File: config.mk
export PLATFORM = sky130hd
export DESIGN_NAME = mem_bus_port
export DESIGN_NICKNAME = d
export VERILOG_FILES = /design/src/rtl/mem_port_pkg.sv /design/src/rtl/mem_wait_counter.sv /design/src/rtl/mem_bus_port.sv
export SDC_FILE = /design/constraint.sdc
export NUM_CORES = 1
export LEC_CHECK = 0
export ABC_AREA = 1
export ABC_CLOCK_PERIOD_IN_PS = 1700
export BUFFER_PORTS_ARGS = -buffer_cell sky130_fd_sc_hd__clkbuf_2
export CAP_MARGIN = 20
export CORE_ASPECT_RATIO = 2
export CORE_MARGIN = 5
export CORE_UTILIZATION = 46
export CTS_CLUSTER_DIAMETER = 40
export DETAILED_ROUTE_END_ITERATION = 16
export GPL_ROUTABILITY_DRIVEN = 0
export HOLD_SLACK_MARGIN = 0.02
export PLACE_DENSITY = 0.92
export SLEW_MARGIN = 20
export SYNTH_ARGS = -nofsm -noshare
export SYNTH_HDL_FRONTEND = slang
export SYNTH_SLANG_ARGS = --single-unit
File: constraint.sdc
create_clock -name Clk -period 1.7 [get_ports Clk]
set_clock_uncertainty 0.15 [all_clocks]
set_input_delay 0.17 -clock Clk [delete_from_list [all_inputs] [get_ports Clk]]
set_output_delay 0.17 -clock Clk [all_outputs]
set_load 0.05 [all_outputs]
File: src/rtl/mem_port_pkg.sv
// Shared types and constants for the memory bus port: access state encoding
// and active-low strobe levels.
package mem_port_pkg;

  typedef enum logic [1:0] {
    IDLE   = 2'd0,
    RD_ACT = 2'd1,
    WR_ACT = 2'd2,
    DONE   = 2'd3
  } mem_state_t;

  localparam logic STROBE_ON  = 1'b0;
  localparam logic STROBE_OFF = 1'b1;

endpackage

File: src/rtl/mem_wait_counter.sv
// Wait-state down-counter: loads WAIT_STATES on a load pulse and counts down
// to zero while enabled; terminal marks the final active cycle.
module mem_wait_counter #(
  parameter int WAIT_STATES = 2,
  parameter int CNT_W       = $clog2(WAIT_STATES + 1)
) (
  input  logic             Clk,
  input  logic             Reset,
  input  logic             load,
  input  logic             dec,
  output logic [CNT_W-1:0] count,
  output logic             terminal
);

  localparam logic [CNT_W-1:0] LOAD_VAL = CNT_W'(WAIT_STATES);

  // Count register: load wins over decrement, and the count never wraps below zero.
  always_ff @(posedge Clk or negedge Reset) begin
    if (!Reset) begin
      count <= {CNT_W{1'b0}};
    end else if (load) begin
      count <= LOAD_VAL;
    end else if (dec && (count != {CNT_W{1'b0}})) begin
      count <= count - {{(CNT_W-1){1'b0}}, 1'b1};
    end else begin
      count <= count;
    end
  end

  assign terminal = (count == {CNT_W{1'b0}});

endmodule

File: src/rtl/mem_bus_port.sv
// Bus-side MAR/MDR holder and single-outstanding SRAM access sequencer with
// a fixed number of wait states; all strobes, busy and Ready are registered.
module mem_bus_port
  import mem_port_pkg::*;
#(
  parameter int WAIT_STATES = 2,
  parameter int DATA_W      = 16,
  parameter int ADDR_W      = 16
) (
  input  logic              Clk,
  input  logic              Reset,
  input  logic [DATA_W-1:0] bus_in,
  input  logic              LD_MAR,
  input  logic              LD_MDR,
  input  logic              start_rd,
  input  logic              start_wr,
  input  logic [DATA_W-1:0] mem_data_in,
  output logic [ADDR_W-1:0] MAR,
  output logic [DATA_W-1:0] MDR,
  output logic [ADDR_W-1:0] mem_addr,
  output logic [DATA_W-1:0] mem_data_out,
  output logic              mem_CE_n,
  output logic              mem_OE_n,
  output logic              mem_WE_n,
  output logic              busy,
  output logic              Ready
);

  localparam int CNT_W = $clog2(WAIT_STATES + 1);

  mem_state_t       state;
  logic             wait_load;
  logic             wait_dec;
  logic [CNT_W-1:0] wait_cnt;
  logic             wait_last;
  logic [ADDR_W-1:0] bus_addr;

  // MAR is loaded straight from the bus; the bus is DATA_W wide.
  assign bus_addr = ADDR_W'(bus_in);

  // The counter is armed by the same edge that leaves IDLE, so the strobes
  // and the first wait cycle line up.
  assign wait_load = (state == IDLE) && (start_rd || start_wr);
  assign wait_dec  = ((state == RD_ACT) || (state == WR_ACT)) && (wait_cnt != {CNT_W{1'b0}});

  mem_wait_counter #(
    .WAIT_STATES (WAIT_STATES),
    .CNT_W       (CNT_W)
  ) u_wait (
    .Clk      (Clk),
    .Reset    (Reset),
    .load     (wait_load),
    .dec      (wait_dec),
    .count    (wait_cnt),
    .terminal (wait_last)
  );

  assign mem_addr     = MAR;
  assign mem_data_out = MDR;

  // Access FSM with registered strobes; loads and starts are only honoured in IDLE.
  always_ff @(posedge Clk or negedge Reset) begin
    if (!Reset) begin
      state    <= IDLE;
      MAR      <= {ADDR_W{1'b0}};
      MDR      <= {DATA_W{1'b0}};
      mem_CE_n <= STROBE_OFF;
      mem_OE_n <= STROBE_OFF;
      mem_WE_n <= STROBE_OFF;
      busy     <= 1'b0;
      Ready    <= 1'b0;
    end else begin
      case (state)
        IDLE: begin
          Ready <= 1'b0;
          if (LD_MAR) begin
            MAR <= bus_addr;
          end
          if (LD_MDR) begin
            MDR <= bus_in;
          end
          if (start_rd) begin
            state    <= RD_ACT;
            mem_CE_n <= STROBE_ON;
            mem_OE_n <= STROBE_ON;
            mem_WE_n <= STROBE_OFF;
            busy     <= 1'b1;
          end else if (start_wr) begin
            state    <= WR_ACT;
            mem_CE_n <= STROBE_ON;
            mem_OE_n <= STROBE_OFF;
            mem_WE_n <= STROBE_ON;
            busy     <= 1'b1;
          end else begin
            state    <= IDLE;
            mem_CE_n <= STROBE_OFF;
            mem_OE_n <= STROBE_OFF;
            mem_WE_n <= STROBE_OFF;
            busy     <= 1'b0;
          end
        end
        RD_ACT: begin
          if (wait_last) begin
            MDR      <= mem_data_in;
            state    <= DONE;
            mem_CE_n <= STROBE_OFF;
            mem_OE_n <= STROBE_OFF;
            Ready    <= 1'b1;
          end else begin
            state <= RD_ACT;
          end
        end
        WR_ACT: begin
          if (wait_last) begin
            state    <= DONE;
            mem_CE_n <= STROBE_OFF;
            mem_WE_n <= STROBE_OFF;
            Ready    <= 1'b1;
          end else begin
            state <= WR_ACT;
          end
        end
        DONE: begin
          state <= IDLE;
          Ready <= 1'b0;
          busy  <= 1'b0;
        end
        default: begin
          state    <= IDLE;
          mem_CE_n <= STROBE_OFF;
          mem_OE_n <= STROBE_OFF;
          mem_WE_n <= STROBE_OFF;
          busy     <= 1'b0;
          Ready    <= 1'b0;
        end
      endcase
    end
  end

endmodule
## Yosys cells after proc, flatten, opt, wreduce, memory -nomap -nowiden

Index checks and enable logic that the tools add are counted.

- Equal/unequal tests: 7
- Muxes and demuxes: 22
- Add/subtract/negate cells: 1
- Reduce and logical (&&, ||, !) cells: 20

Operators by type and width:

| kind | count |
|---|---|
| 16-bit two-way mux | 2 |
| 16-bit case mux with 2 select lines | 1 |
| 2-bit nonzero test | 6 |
| 2-bit two-way mux | 5 |
| 1-bit case mux with 2 select lines | 5 |
| 1-bit two-way mux | 8 |
| 2-bit case mux with 4 select lines | 1 |
| 2-bit AND reduction | 4 |
| 2-bit by 1-bit != test with 1-bit output, second input constant | 3 |
| 2-bit == test, second input constant | 2 |
| 2-bit logical NOT | 2 |
| 2-bit OR reduction | 2 |
| 1-bit logical AND | 3 |
| 3-bit AND reduction | 1 |
| 2-bit by 1-bit == test with 1-bit output, second input constant | 1 |
| 1-bit logical OR | 2 |
| 2-bit != test, second input constant | 1 |
| 2-bit by 1-bit subtractor with 2-bit output, second input constant | 1 |

- Input bits: 38
- Word-level logic and storage cells: 59
- Register bits after elaboration: 41

## Longest topological paths before layout

Gate-level depths: netlist (run 1).

- Depth after elaboration: 6
- Mapped depth: 9

## Cells and area by module

A second synthesis (run 1) with hierarchy kept.

- Cell total of the unflattened synthesis: 288
- Area, all modules: 2237.1 µm²

By module, submodules not included:

| module | instances | cells each | area each (µm²) |
|---|---|---|---|
| mem_bus_port | 1 | 272 | 2120.8 |
| mem_wait_counter | 1 | 16 | 116.4 |

## Worst setup path before layout (run 1)

Ideal clock, no wire load.

- Kind: register to register
- Start point: register state[0]
- End point: register MDR[10]
- Library setup time: 0.119 ns
- Arrival time: 1.230 ns
- Stages on the path, launching flop included: 9
- Path slack: 0.201 ns
- Cell sequence: dfrtp_1 -> inv_1 -> ha_1 -> buf_4 -> nand2_2 -> nand2_4 -> buf_6 -> nand2_1 -> nand2_1

- Longest elaborated chain between the ends: 3
- Elaborated cells between the ends (all ways): 7
- Classes of those cells: 3 x eq/ne; 1 x mux; 3 x reduce/logical

Ends and longest elaborated chain:

| item | RTL line | source |
|---|---|---|
| start, declared | mem_bus_port.sv:31 | `mem_state_t state;` |
| start signal, assigned | mem_bus_port.sv:64 | `state <= IDLE;` |
| start signal, assigned | mem_bus_port.sv:83 | `state <= RD_ACT;` |
| start signal, assigned | mem_bus_port.sv:89 | `state <= WR_ACT;` |
| 2-bit by 1-bit == test with 1-bit output / 2-bit logical NOT (equally long branches) | mem_bus_port.sv:73 | `case (state)` |
| 2-bit by 1-bit != test with 1-bit output (no line), or another cell as far along | -- |  |
| 3-bit AND reduction (no line) | -- |  |
| end signal, assigned | mem_bus_port.sv:66 | `MDR <= {DATA_W{1'b0}};` |
| end signal, assigned | mem_bus_port.sv:80 | `MDR <= bus_in;` |
| end signal, assigned | mem_bus_port.sv:104 | `MDR <= mem_data_in;` |
| end, declared | mem_bus_port.sv:19 | `output logic [DATA_W-1:0] MDR,` |

Parallel ways exist; a longest one is shown, timed or not.
A chain may end at the register's enable or synchronous reset.

## Worst setup path after layout (run 1)

- Start point: register state[0]
- End point: register MDR[13]

The elaborated chain is that of the path after synthesis.

==> impl_metrics.json, run 1 <==
{
  "status": "complete, no violations",
  "diodes": 0,
  "cts_sinks": 41,
  "crit_chain": "inv_1 -> ha_2 -> nand2_2 -> nand2_8 -> nand2_4 -> nand2_1 -> nand2_1",
  "ant_nets": 0,
  "fin_crit_sh": 0.960,
  "path_clk_slew_ns": 0.08,
  "wl_per_cell_um": 15.0,
  "cp_top_family": "simple AND/OR/NAND/NOR gates",
  "cp_max_fo": 18,
  "finalSetupViolCount": 0,
  "fin_nets": 427,
  "rows": 36,
  "required_ns": 1.73,
  "maxSlewViolCount": 0,
  "syn_nets": 332,
  "yosys_warnings": 0,
  "fmax_mhz": 612,
  "synth_top_area_frac": 0.424,
  "rsz0062_at_grt": "yes",
  "core_area_um2": 4820,
  "max_stage_delay_ns": 0.43,
  "synthArstFlopShare": 1.00,
  "grt_max_degree": 24,
  "min_path_type": "input pin to flip-flop",
  "yosys.area.top_type": "dfrtp_1",
  "hpwl_um": 5020,
  "port_buffers": 106,
  "grt_pass1_vias": 2116,
  "critPathKind": "flip-flop to flip-flop",
  "post_cts_buffers": 0,
  "yosysSeqAreaShare": 0.459,
  "ys_dominant_reg_cell": "dfrtp_1",
  "critPathBufInv": 1,
  "die_y_um": 109,
  "period_minus_slack_ns": 1.63,
  "synth-edff-count": 0,
  "synth-seq-cells": 41,
  "tightest_slew_ns": 0.526,
  "synthTopCellsByCount": "nand2_1, dfrtp_1, nand3_1, buf_4, inv_1",
  "dr_total_vias": 2177,
  "syn_inst": 288,
  "clockBufferDepth": 2,
  "die_area_um2": 6460,
  "io_pins": 107,
  "first_iter_violations": 126,
  "finalWirelength_um": 6620,
  "start_util": 0.465,
  "cp-end-kind": "flip-flop",
  "track_usage": 0.204,
  "cts_tree": "done",
  "drt_pre_antenna_iters": 4,
  "htreeDepth": 2,
  "overflow": 0,
  "place_area_um2": 2590,
  "final_area_um2": 2900,
  "finalHoldViolations": 0,
  "cp_slowest_cell": "dfrtp_1",
  "cp.arrival_ns": 1.66,
  "viasPerCell": 4.94,
  "drive_gt1_frac": 0.349,
  "cts_buffers": 5,
  "clk_latency_ns": 0.28,
  "synth.most_common_cell": "nand2_1",
  "antenna_found_initial": 0,
  "syn_area_per_cell_um2": 7.79,
  "slew_headroom": 0.649,
  "tns_ns": 0,
  "synthDistinctLibCells": 17,
  "root_buffer": "clkbuf_8",
  "maxCapViolations": 0,
  "mappedNetlistArea_um2": 2240,
  "grt_pass1_wl_um": 9800,
  "die_x_um": 59.4,
  "synth.area.top_cells": "dfrtp_1, nand2_1, buf_4",
  "critPathLaunchType": "flip-flop",
  "critPathMostFrequentCell": "nand2_1",
  "area_growth_pct": 29.4,
  "remaining_drc_errors": 0,
  "fillers": 428
}
worst register-to-register path, stage by stage, from the launching register on:
cell and delay, ns:
dfrtp_1 0.43, inv_1 0.10, ha_2 0.27, nand2_2 0.13
nand2_8 0.15, nand2_4 0.14, nand2_1 0.10, nand2_1 0.06
flip-flops by register name, indices dropped and copies added (netlist names):
signal        count
MAR              16
MDR              16
Ready             1
busy              1
mem_CE_n          1
mem_OE_n          1
mem_WE_n          1
state             2
u_wait.count      2
path summary, 6_finish.rpt:
kind / from / to / slack [ns] / cells past startpoint
max reg2reg: state[0] / MDR[13] / 0.07 / 7
min in group asynchronous: Reset / MDR[4] / 0.24 / 2
max: state[0] / MDR[13] / 0.07 / 7
min: start_wr / mem_WE_n / 0.04 / 4
max in group asynchronous: Reset / MAR[1] / 0.66 / 3
min reg2reg: mem_OE_n / mem_OE_n / 0.35 / 2
cell type report:
class | count | area (µm²) | area share
clock buffers | 7 | 96.3 | 0.0332
clock inverters | 1 | 5.00 | 0.00173
inverters | 10 | 37.5 | 0.0129
multi-input cells | 193 | 877 | 0.302
flip-flops and latches | 41 | 1030 | 0.355
well taps | 57 | 71.3 | 0.0246
repair buffers | 132 | 783 | 0.270
cell families (layout without fill, tap and decap cells):
kind of cell | after synthesis | in the layout | synth area share
flops | 41 | 41 | 0.459
buf+inv | 54 | 150 | 0.160
compound gates | 6 | 6 | 0.0145
simple gates | 181 | 181 | 0.333
fa+ha+maj | 6 | 6 | 0.0335
per-stage QoR:
| stage | setup WS, ns | hold WS [ns] | cells | utilization |
|---|---|---|---|---|
| 6_report | 0.0672 | 0.0393 | 441 | 0.602 |
| 5_1_grt | -0.00681 | 0.0515 | 441 | 0.602 |
| 4_1_cts | 0.0165 | 0.0253 | 441 | 0.597 |
| 3_5_place_dp | 0.0490 | 0.0159 | 415 | 0.538 |
| 3_3_place_gp | 0.126 | 0.00119 | 415 | 0.538 |
| 2_1_floorplan | 0.201 | -0.276 | 288 | - |
routing by layer:
metal  track usage  up-vias  wire (µm)
met5             0        -          0
met4         0.109        0        245
met3        0.0379       20        550
met2         0.376      114       3810
met1         0.204      992       2020
li1              -     1051          -
cells in the final DEF, fill, tap and decap left out, types with 2 or more instances in the layout:
cell / netlist / final
dlygate4sd3_1: 0 / 18
inv_1: 9 / 9
nand2_4: 2 / 2
buf_4: 36 / 7
ha_1: 6 / 5
clkbuf_8: 0 / 7
dfrtp_1: 38 / 38
nor2_1: 6 / 5
nand2_1: 134 / 132
o21ai_0: 4 / 4
nand3_1: 37 / 37
nand2_2: 2 / 3
dfstp_2: 3 / 3
clkbuf_2: 0 / 106
repair_timing:
action                                  in CTS  in global routing
gates resized for setup                      0                  6
hold buffers                                18                  0
hold endpoints to repair                    32                  0
endpoints found under the setup margin       0                 34
Power of run 1 is left out: the tool's default activity adds up to more than one toggle a clock period on the data nets, which glitch-free logic cannot reach.
==> run 2: changes to the inputs <==
--- a/config.mk
+++ b/config.mk
@@ -20,4 +20,5 @@
 export SLEW_MARGIN = 20
 export SYNTH_ARGS = -nofsm -noshare
 export SYNTH_HDL_FRONTEND = slang
+export SYNTH_HIERARCHICAL = 1
 export SYNTH_SLANG_ARGS = --single-unit
==> run 2 against run 1 <==
  * Maximum frequency grew 2.4%
  * Sequential share of layout area shrank 1.1 points
  * Wire length shrank 0.91%
  * Sequential cell count is the same
  * Critical path type unchanged
==> impl_metrics.json, run 2 <==
{
  "finalWirelength_um": 6560,
  "grt_max_degree": 26,
  "drive_gt1_frac": 0.360,
  "place_ws_ns": -0.0122,
  "utilization": 0.621,
  "synth.most_common_cell": "nand2_1",
  "grt_pass1_wl_um": 10200,
  "hpwl_um": 4940,
  "holdWs_ns": 0.0303,
  "reg_top3": "MAR (16), MDR (16)",
  "fin_nets": 431,
  "ff_latch_area_um2": 1030,
  "cp-end-kind": "flip-flop",
  "ys_dominant_reg_cell": "dfrtp_1",
  "finalSetupViolCount": 0,
  "maxSlewViolCount": 0,
  "period_minus_slack_ns": 1.60,
  "fin_ws_ns": 0.105,
  "min_path_type": "input pin to flip-flop",
  "clockBufferDepth": 2,
  "diodes": 0,
  "syn_inst": 288,
  "remaining_drc_errors": 0,
  "cp.arrival_ns": 1.63,
  "cts_tree": "done",
  "core_area_um2": 4820,
  "mostFrequentLayoutCell": "nand2_1",
  "htreeDepth": 2,
  "yosys_warnings": 6,
  "overflow": 0,
  "required_ns": 1.74,
  "post_cts_buffers": 0,
  "synthArstFlopShare": 1.00,
  "cts_sinks": 41,
  "rsz0062_at_grt": "no",
  "wl_per_cell_um": 14.7,
  "synthTopCellsByCount": "nand2_1, dfrtp_1, nand3_1, buf_4, inv_1",
  "maxCapViolations": 0,
  "synth_top_area_frac": 0.425,
  "port_buffers": 106,
  "fmax_mhz": 627,
  "track_usage": 0.211,
  "path_clk_slew_ns": 0.08,
  "fin_crit_sh": 0.938,
  "cp_max_fo": 15,
  "syn_nets": 331,
  "ant_nets": 0,
  "synth-edff-count": 0,
  "critPathKind": "flip-flop to flip-flop",
  "viasPerCell": 4.92,
  "antenna_found_initial": 0,
  "first_iter_violations": 53,
  "slew_headroom": 0.690,
  "cts_buffers": 5,
  "die_x_um": 59.3,
  "tightest_slew_ns": 0.465,
  "drt_pre_antenna_iters": 4,
  "area_growth_pct": 33.9,
  "yosys.area.top_type": "dfrtp_1",
  "rows": 36,
  "yosysSeqAreaShare": 0.460,
  "die_y_um": 109,
  "io_pins": 107,
  "syn_area_per_cell_um2": 7.77,
  "clk_latency_ns": 0.29,
  "grt_pass1_vias": 2145,
  "finalHoldViolations": 0,
  "root_buffer": "clkbuf_8",
  "critPathLaunchType": "flip-flop",
  "fillers": 440,
  "dr_total_vias": 2196,
  "synthDistinctLibCells": 20,
  "die_area_um2": 6440,
  "synth.area.top_cells": "dfrtp_1, nand2_1, buf_4",
  "status": "complete, no violations",
  "multi_input_area_um2": 892,
  "layout_common_cells": "nand2_1, clkbuf_2, nand3_1, dfrtp_1, dlygate4sd3_1",
  "synth-seq-cells": 41,
  "start_util": 0.464,
  "mappedNetlistArea_um2": 2240
}
run 2: cell families after synthesis:
logic type	count (synthesis)	synth area share
flip-flops	41	0.460
AND/OR/NAND/NOR	178	0.329
adder cells (fa/ha/maj)	5	0.0280
AO/OA/AOI/OAI	8	0.0207
buffers and inverters	56	0.162
run 2: path summary, 6_finish.rpt:
| kind | from | to | slack, ns | cells after the start |
|---|---|---|---|---|
| hold / removal | start_rd | mem_OE_n | 0.03 | 4 |
| hold reg to reg | MAR[5] | MAR[5] | 0.34 | 2 |
| setup / recovery | state[1] | MDR[8] | 0.10 | 8 |
| min in group asynchronous | Reset | u_wait/count[0] | 0.21 | 2 |
| max in group asynchronous | Reset | MDR[6] | 0.71 | 3 |
| setup reg to reg | state[1] | MDR[8] | 0.10 | 8 |
run 2: repair_timing:
item	CTS	global route
hold buffers	18	0
pin swaps	0	0
endpoints found under the hold margin	34	0
setup endpoints to repair	16	34
gates resized for setup	1	8
run 2: metal layers:
metal | wire [µm] | global-route usage | vias up
met5 | 0 | 0 | -
met4 | 290 | 0.136 | 0
met3 | 399 | 0.0344 | 25
met2 | 3720 | 0.375 | 99
met1 | 2160 | 0.220 | 1008
li1 | - | - | 1064
run 2: cell type report:
| cell class | count | share of cell area |
|---|---|---|
| Tap cell | 57 | 0.0238 |
| Clock buffer | 5 | 0.0230 |
| Timing Repair Buffer | 136 | 0.272 |
| Sequential cell | 41 | 0.344 |
| Clock inverter | 3 | 0.0217 |
| Inverter | 13 | 0.0180 |
| Multi-Input combinational cell | 191 | 0.298 |
run 2: through the flow:
stage / area, µm² / std cells / setup TNS [ns]
floorplan: 2240 / 288 / 0
global placement: 2630 / 420 / 0
detailed placement: 2630 / 420 / -0.0399
CTS: 2950 / 446 / 0
global route: 3000 / 446 / 0
finish: 3000 / 446 / 0
run 2: critical path, cell delays in order (launching register included):
cell,delay (ns)
dfrtp_1,0.42
inv_1,0.16
ha_4,0.20
inv_6,0.03
nand2_2,0.11
nand2_8,0.12
buf_4,0.16
nand3_1,0.07
nand2_1,0.06
Power of run 2 is left out for the same reason.
